## src/rtl/bg_affine_pkg.sv

```systemverilog
// Shared types and helpers for the affine BG coordinate generator.
// Map-size encoding, pixel-size lookup, default widths, sign-extend.
package bg_affine_pkg;

  localparam int DEF_REF_W   = 28;
  localparam int DEF_FRAC    = 8;
  localparam int DEF_PARAM_W = 16;
  localparam int DEF_COORD_W = 10;

  typedef enum logic [1:0] {
    MAP_128  = 2'd0,
    MAP_256  = 2'd1,
    MAP_512  = 2'd2,
    MAP_1024 = 2'd3
  } map_size_e;

  function automatic int unsigned map_px(
    input map_size_e ms
  );
    return 32'd128 << ms;
  endfunction

  function automatic logic [DEF_REF_W-1:0] sext(
    input logic [DEF_PARAM_W-1:0] p
  );
    return {{(DEF_REF_W-DEF_PARAM_W){p[DEF_PARAM_W-1]}}, p};
  endfunction

endpackage

```

## src/rtl/bg_affine_chan.sv

```systemverilog
// One affine channel: line/current accumulators plus pending reload.
// In: refs, params, control pulses. Out: current X/Y accumulators.
module bg_affine_chan #(
  parameter int REF_W   = 28,
  parameter int PARAM_W = 16
) (
  input  logic               clock,
  input  logic               rst_b,
  input  logic [REF_W-1:0]   bgx,
  input  logic [REF_W-1:0]   bgy,
  input  logic [PARAM_W-1:0] pa,
  input  logic [PARAM_W-1:0] pb,
  input  logic [PARAM_W-1:0] pc,
  input  logic [PARAM_W-1:0] pd,
  input  logic               ref_wr,
  input  logic               newframe,
  input  logic               steprow,
  input  logic               step,
  output logic [REF_W-1:0]   cur_x,
  output logic [REF_W-1:0]   cur_y
);

  logic [REF_W-1:0] lx_q, lx_d;
  logic [REF_W-1:0] ly_q, ly_d;
  logic [REF_W-1:0] cx_q, cx_d;
  logic [REF_W-1:0] cy_q, cy_d;
  logic             pend_q, pend_d;

  logic [REF_W-1:0] pa_x, pb_x, pc_x, pd_x;

  assign pa_x = REF_W'($signed(pa));
  assign pb_x = REF_W'($signed(pb));
  assign pc_x = REF_W'($signed(pc));
  assign pd_x = REF_W'($signed(pd));

  always_comb begin
    lx_d   = lx_q;
    ly_d   = ly_q;
    cx_d   = cx_q;
    cy_d   = cy_q;
    pend_d = pend_q | ref_wr;
    if (newframe) begin
      lx_d   = bgx;
      ly_d   = bgy;
      cx_d   = bgx;
      cy_d   = bgy;
      pend_d = 1'b0;
    end else if (steprow) begin
      if (pend_q) begin
        lx_d = bgx;
        ly_d = bgy;
      end else begin
        lx_d = lx_q + pb_x;
        ly_d = ly_q + pd_x;
      end
      cx_d   = lx_d;
      cy_d   = ly_d;
      // a write landing on this row edge waits for the next one
      pend_d = ref_wr;
    end else if (step) begin
      cx_d = cx_q + pa_x;
      cy_d = cy_q + pc_x;
    end
  end

  always_ff @(posedge clock or negedge rst_b) begin
    if (!rst_b) begin
      lx_q   <= '0;
      ly_q   <= '0;
      cx_q   <= '0;
      cy_q   <= '0;
      pend_q <= 1'b0;
    end else begin
      lx_q   <= lx_d;
      ly_q   <= ly_d;
      cx_q   <= cx_d;
      cy_q   <= cy_d;
      pend_q <= pend_d;
    end
  end

  assign cur_x = cx_q;
  assign cur_y = cy_q;

endmodule

```

## src/rtl/bg_affine_multi.sv

```systemverilog
// N-channel affine BG coordinate generator with muxed registered output.
// In: packed refs/params, map size, wrap, sel/step/steprow/newframe.
module bg_affine_multi
  import bg_affine_pkg::*;
#(
  parameter int NUM_BG    = 2,
  parameter int REF_W     = DEF_REF_W,
  parameter int FRAC_BITS = DEF_FRAC,
  parameter int PARAM_W   = DEF_PARAM_W,
  parameter int COORD_W   = DEF_COORD_W,
  parameter int SEL_W     = (NUM_BG > 1) ? $clog2(NUM_BG) : 1
) (
  input  logic                      clock,
  input  logic                      rst_b,
  input  logic [NUM_BG*REF_W-1:0]   bgx,
  input  logic [NUM_BG*REF_W-1:0]   bgy,
  input  logic [NUM_BG*PARAM_W-1:0] pa,
  input  logic [NUM_BG*PARAM_W-1:0] pb,
  input  logic [NUM_BG*PARAM_W-1:0] pc,
  input  logic [NUM_BG*PARAM_W-1:0] pd,
  input  logic [NUM_BG*2-1:0]       map_size,
  input  logic [NUM_BG-1:0]         wrap,
  input  logic [NUM_BG-1:0]         ref_wr,
  input  logic [SEL_W-1:0]          sel,
  input  logic                      step,
  input  logic                      steprow,
  input  logic                      newframe,
  output logic [COORD_W-1:0]        x,
  output logic [COORD_W-1:0]        y,
  output logic                      overflow,
  output logic                      out_valid
);

  localparam int IW = REF_W - FRAC_BITS;

  logic [REF_W-1:0] cur_x [NUM_BG];
  logic [REF_W-1:0] cur_y [NUM_BG];

  logic sel_ok;
  logic step_acc;

  assign sel_ok   = (32'(sel) < NUM_BG);
  assign step_acc = step & ~steprow & ~newframe & sel_ok;

  for (genvar g = 0; g < NUM_BG; g++) begin : g_chan
    bg_affine_chan #(
      .REF_W  (REF_W),
      .PARAM_W(PARAM_W)
    ) u_chan (
      .clock   (clock),
      .rst_b   (rst_b),
      .bgx     (bgx[g*REF_W +: REF_W]),
      .bgy     (bgy[g*REF_W +: REF_W]),
      .pa      (pa[g*PARAM_W +: PARAM_W]),
      .pb      (pb[g*PARAM_W +: PARAM_W]),
      .pc      (pc[g*PARAM_W +: PARAM_W]),
      .pd      (pd[g*PARAM_W +: PARAM_W]),
      .ref_wr  (ref_wr[g]),
      .newframe(newframe),
      .steprow (steprow),
      .step    (step_acc && (sel == SEL_W'(g))),
      .cur_x   (cur_x[g]),
      .cur_y   (cur_y[g])
    );
  end

  logic [REF_W-1:0]   sx, sy;
  map_size_e          sms;
  logic               swrap;
  logic [IW-1:0]      ix, iy, msk;
  logic [COORD_W-1:0] x_d, y_d, x_q, y_q;
  logic               ov_d, ov_q, vld_q;

  always_comb begin
    sx    = '0;
    sy    = '0;
    sms   = MAP_128;
    swrap = 1'b0;
    for (int i = 0; i < NUM_BG; i++) begin
      if (sel == SEL_W'(i)) begin
        sx    = cur_x[i];
        sy    = cur_y[i];
        sms   = map_size_e'(map_size[i*2 +: 2]);
        swrap = wrap[i];
      end
    end
  end

  assign ix  = sx[REF_W-1:FRAC_BITS];
  assign iy  = sy[REF_W-1:FRAC_BITS];
  assign msk = IW'(map_px(sms) - 32'd1);

  always_comb begin
    x_d  = '0;
    y_d  = '0;
    ov_d = 1'b1;
    if (sel_ok) begin
      if (swrap) begin
        x_d  = COORD_W'(ix & msk);
        y_d  = COORD_W'(iy & msk);
        ov_d = 1'b0;
      end else begin
        x_d  = COORD_W'(ix);
        y_d  = COORD_W'(iy);
        // any bit outside the mask means negative or >= map size
        ov_d = (|(ix & ~msk)) | (|(iy & ~msk));
      end
    end
  end

  always_ff @(posedge clock or negedge rst_b) begin
    if (!rst_b) begin
      x_q   <= '0;
      y_q   <= '0;
      ov_q  <= 1'b0;
      vld_q <= 1'b0;
    end else begin
      x_q   <= x_d;
      y_q   <= y_d;
      ov_q  <= ov_d;
      vld_q <= step_acc;
    end
  end

  assign x         = x_q;
  assign y         = y_q;
  assign overflow  = ov_q;
  assign out_valid = vld_q;

endmodule

```

## config.mk

```make
export PLATFORM = sky130hd
export DESIGN_NAME = bg_affine_multi
export DESIGN_NICKNAME = d
export VERILOG_FILES = /design/src/rtl/bg_affine_pkg.sv /design/src/rtl/bg_affine_chan.sv /design/src/rtl/bg_affine_multi.sv
export SDC_FILE = /design/constraint.sdc
export NUM_CORES = 1
export LEC_CHECK = 0
export CAP_MARGIN = 20
export CORE_MARGIN = 1.5
export CORE_UTILIZATION = 55
export CTS_BUF_LIST = sky130_fd_sc_hd__clkbuf_8
export DETAILED_ROUTE_END_ITERATION = 10
export PLACE_DENSITY = 0.89
export SYNTH_ARGS = -nofsm -noshare
export SYNTH_HDL_FRONTEND = slang
export SYNTH_HIERARCHICAL = 1
export SYNTH_SLANG_ARGS = --single-unit
```

## constraint.sdc

```tcl
create_clock -name clock -period 10.35 [get_ports clock]
set_input_delay 1.035 -clock clock [delete_from_list [all_inputs] [get_ports clock]]
set_output_delay 1.035 -clock clock [all_outputs]
set_load 0.005 [all_outputs]
```

## Word-level counts from Yosys, hierarchy flattened

Cells that the tools add are included.

| cells by class | value |
|---|---|
| add/sub/neg operators | 9 |
| shift operators | 1 |
| multiplexer cells | 35 |
| bitwise logic cells | 13 |
| reductions and logical operators | 7 |

Operator list:

| kind | count |
|---|---|
| $mux W28 | 26 |
| $add A28 B28 Y28 | 8 |
| $and A20 B20 Y20 | 2 |
| $reduce_or A20 Y1 | 2 |
| $and A10 B10 Y10 | 2 |
| $mux W10 | 2 |
| $not A20 Y20 | 1 |
| $shl A8 B2 Y20 const A | 1 |
| $sub A20 B1 Y20 const B | 1 |
| $mux W1 | 6 |
| $reduce_bool A3 Y1 | 2 |
| $not A1 Y1 | 3 |
| $or A1 B1 Y1 | 3 |
| $and A1 B1 Y1 | 2 |
| $logic_and A1 B1 Y1 | 2 |
| $mux W2 | 1 |
| $reduce_bool A2 Y1 | 1 |

| word-level totals | value |
|---|---|
| register bits | 248 |
| input port bits | 254 |
| output and inout port bits | 22 |
| logic and storage cells | 79 |

## Logic depth before layout (Yosys ltp)

Gate-level depths: netlist of run 1.

| depth | value |
|---|---|
| word-level depth | 8 |
| gate-level depth with buffers | 12 |
| gate-level depth less buffers | 12 |

## Hierarchy

The synthesis of run 1 kept the hierarchy.

By module, submodules not included:

| module | times used | cells each | area an instance (µm²) | seq. area each (µm²) |
|---|---|---|---|---|
| bg_affine_chan (g_chan[0].u_chan) | 1 | 1,310 | 10,613.9 | 2,827.7 |
| bg_affine_chan (g_chan[1].u_chan) | 1 | 1,311 | 10,568.9 | 2,827.7 |
| bg_affine_multi | 1 | 97 | 1,083.5 | 550.5 |

## Least setup slack after synthesis of run 1

Ideal clock, no wire load.

| timing | value |
|---|---|
| kind | input -> register |
| start point | input pc[1] |
| end point | register g_chan[0].u_chan.cy_q[27] |
| library setup time | 0.069 ns |
| data arrival time | 3.920 ns |
| required time | 10.281 ns |
| slack | 6.361 ns |
| stages | 10 |
| path buffers | 0 |
| cell sequence | ha_1 -> a211o_1 -> a211o_1 -> a221oi_4 -> a31oi_4 -> a2111o_1 -> and4_4 -> or4_4 -> a211o_1 -> nand3_1 |

| between the ends | value |
|---|---|
| longest elaborated chain between the ends | 4 |

Ends and longest elaborated chain:

| element | line | source |
|---|---|---|
| start: declaration | bg_affine_multi.sv:19 | `input logic [NUM_BG*PARAM_W-1:0] pc,` |
| $add A28 B28 Y28 | bg_affine_chan.sv:62 | `cy_d = cy_q + pc_x;` |
| $mux W28 | bg_affine_chan.sv:60 | `end else if (step) begin` |
| $mux W28 | bg_affine_chan.sv:48 | `end else if (steprow) begin` |
| $mux W28 | bg_affine_chan.sv:42 | `if (newframe) begin` |
| end signal: assignment | bg_affine_chan.sv:77 | `cy_q <= cy_d;` |
| end: declaration | bg_affine_chan.sv:26 | `logic [REF_W-1:0] cy_q, cy_d;` |

Every way passes these cells. The select of a mux whose other input is x is not followed.
A chain may end at the register's enable or synchronous reset.

## Worst setup path after layout of run 1

Ends and elaborated chain as after synthesis.

==> out/summary.txt, run 1 <==
final routed wirelength across all metal layers - 73.6 mm
top cell types by occurrence after synthesis - a21oi_1, nand2_1, dfrtp_1
required time of the critical path - 10.91 ns
share of Yosys cell area claimed by the top area cell type - 27.9%
total core area - 39800 um2
leading register cell type out of synthesis - dfrtp_1
buffers and inverters on the worst path - 1
max capacitance violation total - 0
leading cell types by total area after synthesis - dfrtp_1, ha_1, a21oi_1, nand2_1, xnor2_1
final weighted congestion of routability-driven global placement - 0.956
fmax - 240 MHz
Net Count, Synth - 3196
mean post-synth cell area - 8.19 um2
starting utilization of the core area - 55.9%
RSZ-0062 raised after global routing - no
most frequent CP cell - a211o_1
H-tree levels - 2
# rows - 73
Syn Inst Count - 2718
Sinks on Clock Net - 248
TritonCTS clock tree - built
clock-pin slew on the worst setup and hold paths - 0.06 ns
fraction of registers with async set/reset - 100%
Die W - 204 um
routed via count divided by cell count - 6.51
#FFs+latches synth - 248
total vias in the final route - 22800
library cells used by synthesis - 86
Post-DP HPWL - 54.7 mm
category of cells accounting for the largest share of critical-path delay - compound AO/OA/AOI/OAI gates
cell with the most instances after synthesis - a21oi_1
Remaining DRCs - 0
status - complete, no violations
cell at the root of the clock tree - clkbuf_8
fraction of final layout cells with drive strength greater than 1 - 5.21%
end-of-flow core utilization - 66.4%
final antenna-violating net count - 0
PostCTS Resize Cnt - 0
global route total overflow - 0
crit path launch type - input pin
type of the worst setup path - input pin to register
cells along the critical path - clkdlybuf4s50_1 > ha_1 > a211o_1 > a211o_1 > a221oi_4 > a31oi_4 > a2111o_1 > and4_4 > or4_4 > a211o_1 > nand3_1
number of synthesized flops with an enable pin - 0
leakage power total - 12.0 nW
Max-slew headroom - 33.4%
number of clock buffers inserted by TritonCTS - 47
net count of the finished layout - 3416
overall global routing resource usage - 35.0%
VDD IR max - 0.000113 V
area of the mapped netlist - 22300 um2
Port Buffer Count - 275
stage delay of the slowest cell on the critical path - 0.51 ns
final worst path period share - 40.2%
antenna violations before repair - 1
mean routed wirelength per cell - 21.0 um
Post-CTS Setup Bufs - 0
via count of the first global-routing pass - 22600
skew final - 0.0215 ns
height of the chip - 204 um
arrival time worst endpoint - 4.73 ns
Ys Warns - 6
Die ar. - 41700 um2
Area Overhead vs Synth - 18.8%
clock tree buffer depth - 3
setup TNS after final layout - 0 ns
number of buffers added to fix hold violations after cts - 0
most area-hungry cell type in the Yosys netlist - dfrtp_1
worst-skew pair later-pin latency - 0.64 ns
detailed-router iteration count before antenna repair - 6
number of failing hold endpoints at the final stage - 0
Min-Delay Path Class - input pin to async pin
number of pins exceeding their max-slew limit in the final report - 0
peak fanout along the critical path - 4
DRC violation total after the first TritonRoute iteration - 2114
Final setup viols - 0
Slowest cell on crit path - or4_4
pwr/cell area - 168 nW/um2
maximum number of pins on one net before global-route repair - 153
actual slew at the worst max-slew pin - 0.998 ns
Period minus WS final - 4.17 ns
num ports - 276
Seq/Total Area, Yosys - 27.9%
critical path capture point type - register
first-pass GRT wire length - 118 mm
## flip-flops by register name (all words and copies together), names as in the netlist
signal                cells
g_chan.u_chan/cur_y      56
out_valid                 1
g_chan.u_chan/pend_q      2
y                        10
g_chan.u_chan/lx_q       56
x                        10
g_chan.u_chan/ly_q       56
g_chan.u_chan/cur_x      56
overflow                  1
## power by group
group          total (mW)  switching [mW]  leakage, nW  internal, mW
clock network        1.13           0.471        0.601         0.664
logic                2.04            1.16         8.39         0.884
registers            1.26           0.134         2.99          1.13
total                4.44            1.77         12.0          2.67
## layout make-up
type / count / area, um2
antenna: 1 / 2.50
multi-input combinational: 2247 / 15200
sequential: 248 / 6210
timing repair buffer: 293 / 2900
fill: 3331 / 13400
tap: 525 / 657
clock buffer: 59 / 812
clock inverter: 26 / 272
inverter: 101 / 379
## cells by family (layout without fill, tap and decap cells)
| group | count (synthesis) | in the layout | synth area share, % |
|---|---|---|---|
| DFF | 248 | 248 | 27.9 |
| AOI/OAI and AO/OA | 1026 | 1026 | 30.6 |
| adders and majority gates | 224 | 224 | 12.9 |
| muxes | 26 | 26 | 1.25 |
| buffers and inverters | 223 | 479 | 3.84 |
| and+or+nand+nor | 791 | 791 | 16.5 |
| other | 0 | 1 | 0 |
| xor gates and xnor gates | 180 | 180 | 7.08 |
## metal layers
| layer | part of all wire (%) | global-route usage, % | vias to the layer above |
|---|---|---|---|
| li1 | - | - | 10600 |
| met1 | 42 | 46.3 | 10900 |
| met2 | 46 | 56.9 | 1079 |
| met3 | 6.7 | 4.59 | 227 |
| met4 | 4.7 | 16.3 | 0 |
| met5 | 0 | 0 | - |
## per-stage QoR
step	setup WS, ns	power [mW]	hold WS [ns]	instance area (um2)	instances
final	6.18	4.44	0.400	26500	3500
after CTS	6.25	4.41	0.429	26500	3499
after detailed placement	5.60	3.25	0.469	25400	3414
after floorplan	6.36	2.68	0.447	22300	2718
after global routing	6.09	4.70	0.462	26500	3500
after global placement	5.64	3.19	0.462	25400	3414
## cells in the final DEF, fill, tap and decap left out, types with 20 or more instances in the layout
cell type	n
xor2_1	70
nor2b_1	21
nand4_1	32
nor2_1	208
xnor2_1	110
dfrtp_1	248
and3_1	26
a21oi_1	299
a222oi_1	21
a31oi_1	44
o21bai_1	20
clkdlybuf4s50_1	272
inv_1	113
a21o_1	117
a22oi_1	43
clkbuf_8	59
o211ai_1	27
nand2b_1	33
nand3_1	46
o22a_1	42
o21ai_0	178
ha_1	216
nand2_1	278
nor3_1	47
a211oi_1	42
o21a_1	28
## worst paths after layout
| kind | startpoint | endpoint | slack, ns | cells after the start |
|---|---|---|---|---|
| max | pc[1] | g_chan[0].u_chan/cur_y[27]$_DFFE_PN0P_ | 6.18 | 11 |
| min | rst_b | g_chan[1].u_chan/lx_q[8]$_DFFE_PN0P_ | 0.40 | 1 |
| max reg2reg | g_chan[0].u_chan/cur_y[1]$_DFFE_PN0P_ | g_chan[0].u_chan/cur_y[27]$_DFFE_PN0P_ | 6.72 | 10 |
| min reg2reg | g_chan[0].u_chan/ly_q[25]$_DFFE_PN0P_ | g_chan[0].u_chan/ly_q[25]$_DFFE_PN0P_ | 0.48 | 2 |
| max in group asynchronous | rst_b | g_chan[0].u_chan/cur_y[20]$_DFFE_PN0P_ | 8.54 | 2 |
| min in group clock | g_chan[0].u_chan/ly_q[25]$_DFFE_PN0P_ | g_chan[0].u_chan/ly_q[25]$_DFFE_PN0P_ | 0.48 | 2 |
Note: power is estimated with default switching activity, not from simulation.
==> run 2: changes to the inputs <==
CORE_UTILIZATION = 53   (was 55)
PLACE_DENSITY = 0.9   (was 0.89)
clock period = 3.8 ns   (was 10.35 ns; I/O delays follow)
==> run 2 against run 1 <==
Compared with the run above:
- flip-flop and latch count did not move
- utilization fell by 0.49 points
- sequential share of layout area fell by 0.57 points
- clock skew rose by 0.0075 ns
- combinational power rose to 2.8 times the previous value
- total power rose to 2.7 times the previous value
- non-clock buffer count rose by 84
- register-to-register slack got worse by 6.5 ns
- sequential power rose to 2.7 times the previous value
- wire length rose by 1.0%
- clock power rose to 2.6 times the previous value
- count of clock-buffer cells in the layout rose by 7
- critical endpoint unchanged
==> out/summary.txt, run 2 (synthesis gave the netlist of run 1 again) <==
critical path capture point type - register (unchanged)
most common cell after layout, fill and taps aside - a21oi_1 (unchanged)
pwr/cell area - 448 nW/um2 (was 168 nW/um2)
crit path launch type - register (was input pin)
overall global routing resource usage - 33.4% (was 35.0%)
actual slew at the worst max-slew pin - 1.02 ns (was 0.998 ns)
DP Cell Count - 3503 (was 3414)
RSZ-0062 raised after global routing - no (unchanged)
routed via count divided by cell count - 6.41 (was 6.51)
peak fanout along the critical path - 3 (was 4)
Worst Reg2Reg Path Length in Cells - 10 (unchanged)
Area Overhead vs Synth - 21.8% (was 18.8%)
global route total overflow - 0 (unchanged)
placed cell area - 26000 um2 (was 25400 um2)
max capacitance violation total - 0 (unchanged)
Port Buffer Count - 275 (unchanged)
Worst Setup EP - g_chan[0].u_chan/cur_y[27]$_DFFE_PN0P_ (unchanged)
most frequent cells in the layout - a21oi_1, nand2_1, clkdlybuf4s50_1, dfrtp_1, ha_1 (unchanged)
status - complete, no violations (unchanged)
type of the worst setup path - register to register (was input pin to register)
# rows - 74 (was 73)
H-tree levels - 2 (unchanged)
Remaining DRCs - 0 (unchanged)
number of pins exceeding their max-slew limit in the final report - 0 (unchanged)
Min-Delay Path Class - input pin to register (was input pin to async pin)
fraction of final layout cells with drive strength greater than 1 - 8.04% (was 5.21%)
via count of the first global-routing pass - 22200 (was 22600)
Period minus WS final - 3.57 ns
r2r setup slk - 0.23 ns (was 6.72 ns)
mean routed wirelength per cell - 20.7 um (was 21.0 um)
height of the chip - 208 um (was 204 um)
Die ar. - 43300 um2 (was 41700 um2)
reg-to-reg critical path endpoint - g_chan[0].u_chan/cur_y[27]$_DFFE_PN0P_ (unchanged)
clock-pin slew on the worst setup and hold paths - 0.06 ns (about the same)
antenna violations before repair - 1 (unchanged)
Sinks on Clock Net - 248 (unchanged)
number of failing hold endpoints at the final stage - 0 (unchanged)
leakage power total - 12.4 nW (was 12.0 nW)
Post-DP HPWL - 56.4 mm (was 54.7 mm)
skew final - 0.0290 ns (was 0.0215 ns)
fmax - 280 MHz
Final setup viols - 0 (unchanged)
arrival time worst endpoint - 4.14 ns (was 4.73 ns)
Reg2Reg Launch Point - g_chan[0].u_chan/cur_y[1]$_DFFE_PN0P_ (unchanged)
cell at the root of the clock tree - clkbuf_8 (unchanged)
clock tree buffer depth - 3 (unchanged)
maximum number of pins on one net before global-route repair - 93 (was 153)
Antenna Cells - 0 (was 1)
total core area - 41100 um2 (was 39800 um2)
DRC violation total after the first TritonRoute iteration - 2219 (was 2114)
final weighted congestion of routability-driven global placement - 0.968 (was 0.956)
VDD IR max - 0.000256 V (was 0.000113 V)
worst-skew pair later-pin latency - 0.65 ns (was 0.64 ns)
detailed-router iteration count before antenna repair - 6 (unchanged)
final antenna-violating net count - 0 (unchanged)
net count of the finished layout - 3502 (was 3416)
Max-slew headroom - 32.3% (was 33.4%)
first-pass GRT wire length - 118 mm (about the same)
final routed wirelength across all metal layers - 74.4 mm (was 73.6 mm)
num ports - 276 (unchanged)
required time of the critical path - 4.37 ns (was 10.91 ns)
Post-CTS Setup Bufs - 0 (unchanged)
number of clock buffers inserted by TritonCTS - 49 (was 47)
final non-filler cell area - 27100 um2 (was 26500 um2)
total vias in the final route - 23000 (was 22800)
PostCTS Resize Cnt - 0 (unchanged)
starting utilization of the core area - 54.2% (was 55.9%)
Critical Path Start - g_chan[0].u_chan/cur_y[1]$_DFFE_PN0P_ (was pc[1])
TritonCTS clock tree - built (unchanged)
Die W - 208 um (was 204 um)
count of placed standard cells in the final layout, fillers left out - 3593 (was 3500)
final worst path period share - 94.0%
==> run 2: changes by cell type in the layout (fill, tap and decap cells not counted) <==
cell,change
buf_12,+2
buf_4,+80
buf_8,+1
bufinv_16,-4
clkbuf_8,+7
clkinv_2,+5
clkinvlp_4,+1
diode_2,-1
dlygate4sd3_1,+1
inv_1,-5
inv_6,-1
==> run 2: worst min path at each step <==
stage | to | from | cells past startpoint | slack (ns)
after floorplan | g_chan[0].u_chan/cur_x[0]$_DFFE_PN0P_ | rst_b | 0 | 0.08
after global placement | g_chan[1].u_chan/lx_q[7]$_DFFE_PN0P_ | rst_b | 1 | 0.45
after detailed placement | g_chan[1].u_chan/lx_q[7]$_DFFE_PN0P_ | rst_b | 1 | 0.47
after CTS | x[5]$_DFF_PN0_ | sel | 2 | 0.18
after global routing | x[5]$_DFF_PN0_ | sel | 2 | 0.22
final | x[5]$_DFF_PN0_ | sel | 2 | 0.22
==> run 2: area by class of cell <==
cell class	count	area, um2
Clock buffer	66	908
Clock inverter	22	156
Fill cell	3479	14000
Inverter	101	379
Multi-Input combinational cell	2247	15200
Sequential cell	248	6210
Tap cell	532	666
Timing Repair Buffer	377	3560
==> run 2: metal layers <==
layer | global-route usage (%) | share of wire, %
met5 | 0 | 0.023
met2 | 54.8 | 47
met4 | 13.8 | 3.9
met3 | 4.51 | 6.9
met1 | 44.4 | 43
==> run 2: worst max-delay path, cell delays in order, from the launching register on <==
cell and delay (ns):
dfrtp_1 0.39, ha_1 0.30, a211o_1 0.33, a211o_1 0.36
a221oi_4 0.44, a31oi_4 0.14, a2111o_1 0.47, and4_4 0.19
or4_4 0.51, a211o_1 0.30, nand3_1 0.08
==> run 2: power breakdown <==
group          switching, mW  total (mW)  internal [mW]
Combinational           3.19        5.74           2.55
Clock                   1.31        2.99           1.68
Sequential             0.352        3.42           3.07
==> run 2: timing repair <==
action	in CTS	in global routing
endpoints found under the hold margin	88	0
endpoints found under the setup margin	0	0
hold buffers	1	0
==> run 2: stage by stage <==
| stage | TNS [ns] | setup WS [ns] | power, mW | util (%) | hold slack (ns) |
|---|---|---|---|---|---|
| floorplan | 0 | 0.466 | 7.29 | - | 0.0844 |
| detailed placement | -0.228 | -0.215 | 9.03 | 63.3 | 0.466 |
| global placement | -0.207 | -0.191 | 8.86 | 63.3 | 0.452 |
| CTS | 0 | 0.265 | 12.1 | 65.9 | 0.182 |
| finish | 0 | 0.227 | 12.1 | 66.0 | 0.219 |
| global route | 0 | 0.126 | 12.9 | 66.0 | 0.218 |
==> run 3: changes to the inputs <==
ABC_CLOCK_PERIOD_IN_PS = 3800   (was default)
CORE_UTILIZATION = 46   (was 53)
PLACE_DENSITY = 0.81   (was 0.9)
==> run 3 against run 2 <==
Compared with the run above:
- utilization is 8.5 points lower
- count of clock-buffer cells in the layout is 3 higher
- largest power group unchanged
- critical path depth stayed put
- cell area is 1.1% higher
- first-iteration DRC count is 9.7% lower
- register-to-register slack better by 0.07 ns
- fmax is 2.0% higher
- worst setup slack better by 0.069 ns
- via count is 0.58% lower
- largest cell class unchanged
- clock power is 4% higher
- highest routed layer is now met4
- global-route usage is 2.7 points lower
- die area is 15% higher
==> out/summary.txt, run 3 (synthesis gave the netlist of run 1 again) <==
stage delay of the slowest cell on the critical path - 0.52 ns (was 0.51 ns)
worst setup slack after placement - -0.159 ns (was -0.215 ns)
number of clock buffers inserted by TritonCTS - 49 (unchanged)
Max-slew headroom - 44.9% (was 32.3%)
final weighted congestion of routability-driven global placement - 0.955 (was 0.968)
final routed wirelength across all metal layers - 77.9 mm (was 74.4 mm)
detailed-router iteration count before antenna repair - 9 (was 6)
clock tree buffer depth - 3 (unchanged)
final non-filler cell area - 27400 um2 (was 27100 um2)
maximum number of pins on one net before global-route repair - 96 (was 93)
Remaining DRCs - 0 (unchanged)
H-tree levels - 2 (unchanged)
Die W - 223 um (was 208 um)
most frequent CP cell - a211o_1 (unchanged)
Port Buffer Count - 275 (unchanged)
Min-Delay Path Class - input pin to register (unchanged)
height of the chip - 223 um (was 208 um)
starting utilization of the core area - 46.6% (was 54.2%)
VDD IR max - 0.000219 V (was 0.000256 V)
Final setup viols - 0 (unchanged)
most common cell after layout, fill and taps aside - a21oi_1 (unchanged)
cell at the root of the clock tree - clkbuf_8 (unchanged)
pwr/cell area - 450 nW/um2 (was 448 nW/um2)
first-pass GRT wire length - 122 mm (was 118 mm)
num ports - 276 (unchanged)
max capacitance violation total - 0 (unchanged)
DRC violation total after the first TritonRoute iteration - 2004 (was 2219)
Global Route met3 Usage - 4.03% (was 4.51%)
placed cell area - 26300 um2 (was 26000 um2)
Area Overhead vs Synth - 23.1% (was 21.8%)
Sinks on Clock Net - 248 (unchanged)
setup TNS after final layout - 0 ns (unchanged)
routed via count divided by cell count - 6.20 (was 6.41)
Slowest cell on crit path - or4_4 (unchanged)
global route total overflow - 0 (unchanged)
via count of the first global-routing pass - 22300 (was 22200)
min setup slack post-route - 0.296 ns (was 0.227 ns)
# rows - 80 (was 74)
critical path capture point type - register (unchanged)
type of the worst setup path - register to register (unchanged)
fraction of final layout cells with drive strength greater than 1 - 8.39% (was 8.04%)
final worst path period share - 92.2% (was 94.0%)
most frequent cells in the layout - a21oi_1, nand2_1, clkdlybuf4s50_1, dfrtp_1, ha_1 (unchanged)
clock-pin slew on the worst setup and hold paths - 0.06 ns (about the same)
number of pins exceeding their max-slew limit in the final report - 0 (unchanged)
crit path launch type - register (unchanged)
skew final - 0.0212 ns (was 0.0290 ns)
end-of-flow core utilization - 57.4% (was 66.0%)
status - complete, no violations (unchanged)
final antenna-violating net count - 0 (unchanged)
WHS - 0.203 ns (was 0.219 ns)
fmax - 285 MHz (was 280 MHz)
Die ar. - 49700 um2 (was 43300 um2)
cells along the critical path - ha_1 > a211o_1 > a211o_1 > a221oi_4 > a31oi_4 > a2111o_1 > and4_4 > or4_4 > a211o_1 > nand3_1 (unchanged)
met1 usage in global routing - 41.2% (was 44.4%)
Post-CTS Setup Bufs - 0 (unchanged)
worst-skew pair later-pin latency - 0.64 ns (was 0.65 ns)
fraction of met2 tracks used by global routing - 50.2% (was 54.8%)
most utilized layer in the global route result - met2 (unchanged)
number of buffers added to fix hold violations after cts - 1 (unchanged)
actual slew at the worst max-slew pin - 0.816 ns (was 1.02 ns)
TritonCTS clock tree - built (unchanged)
leakage power total - 12.5 nW (was 12.4 nW)
PostCTS Resize Cnt - 0 (unchanged)
number of failing hold endpoints at the final stage - 0 (unchanged)
mean routed wirelength per cell - 21.1 um (was 20.7 um)
total core area - 47700 um2 (was 41100 um2)
Post-DP HPWL - 59.3 mm (was 56.4 mm)
antenna violations before repair - 4 (was 1)
arrival time worst endpoint - 4.08 ns (was 4.14 ns)
RSZ-0062 raised after global routing - no (unchanged)
peak fanout along the critical path - 3 (unchanged)
required time of the critical path - 4.37 ns (about the same)
net count of the finished layout - 3518 (was 3502)
total vias in the final route - 22900 (was 23000)
Period minus WS final - 3.50 ns (was 3.57 ns)
overall global routing resource usage - 30.7% (was 33.4%)
==> run 3: cell count changes in the layout (fill, tap and decap cells not counted), sizes merged <==
cell / previous run / this run
clkinvlp: 2 / 0
buf: 104 / 120
clkinv: 11 / 3
bufinv: 2 / 3
clkbuf: 66 / 69
inv: 108 / 112
diode: 0 / 4
==> run 3: layout make-up <==
| class | instances | area (um2) |
|---|---|---|
| fill | 4231 | 20300 |
| multi-input combinational | 2247 | 15200 |
| sequential | 248 | 6210 |
| timing repair buffer | 393 | 3710 |
| clock buffer | 69 | 950 |
| tap | 615 | 769 |
| inverter | 101 | 379 |
| clock inverter | 17 | 151 |
| antenna | 4 | 10.0 |
==> run 3: path summary, 6_finish.rpt <==
check,start,endpoint,slack (ns),cells after the start
setup / recovery,g_chan[0].u_chan/cur_y[1]$_DFFE_PN0P_,g_chan[0].u_chan/cur_y[27]$_DFFE_PN0P_,0.30,10
setup reg to reg,g_chan[0].u_chan/cur_y[1]$_DFFE_PN0P_,g_chan[0].u_chan/cur_y[27]$_DFFE_PN0P_,0.30,10
min in group asynchronous,rst_b,g_chan[1].u_chan/cur_x[19]$_DFFE_PN0P_,0.35,2
hold reg to reg,g_chan[1].u_chan/ly_q[18]$_DFFE_PN0P_,g_chan[1].u_chan/ly_q[18]$_DFFE_PN0P_,0.48,2
hold / removal,sel,x[2]$_DFF_PN0_,0.20,2
max in group asynchronous,rst_b,g_chan[1].u_chan/cur_y[6]$_DFFE_PN0P_,2.44,3
==> run 3: through the flow <==
step | instances | total power [mW]
global placement | 3603 | 8.98
global route | 3694 | 13.1
CTS | 3690 | 12.3
detailed placement | 3603 | 9.13
finish | 3694 | 12.3
floorplan | 2718 | 7.29
==> run 3: worst max-delay path, delay by kind of cell, from the launching register on <==
family	cells	cell delay, ns
simple gates	3	0.78
compound gates	6	1.97
flops	1	0.39
fa+ha+maj	1	0.30
==> run 3: power breakdown <==
part | internal (mW) | switching [mW] | total (mW)
Sequential | 3.07 | 0.354 | 3.42
Clock | 1.80 | 1.29 | 3.10
Combinational | 2.59 | 3.21 | 5.81
Total | 7.46 | 4.86 | 12.3
==> run 3: layer usage <==
| metal | part of all wire (%) | wire (um) |
|---|---|---|
| met1 | 44 | 34600 |
| met2 | 47 | 36300 |
| met3 | 5.7 | 4450 |
| met4 | 3.4 | 2650 |
| met5 | 0 | 0 |
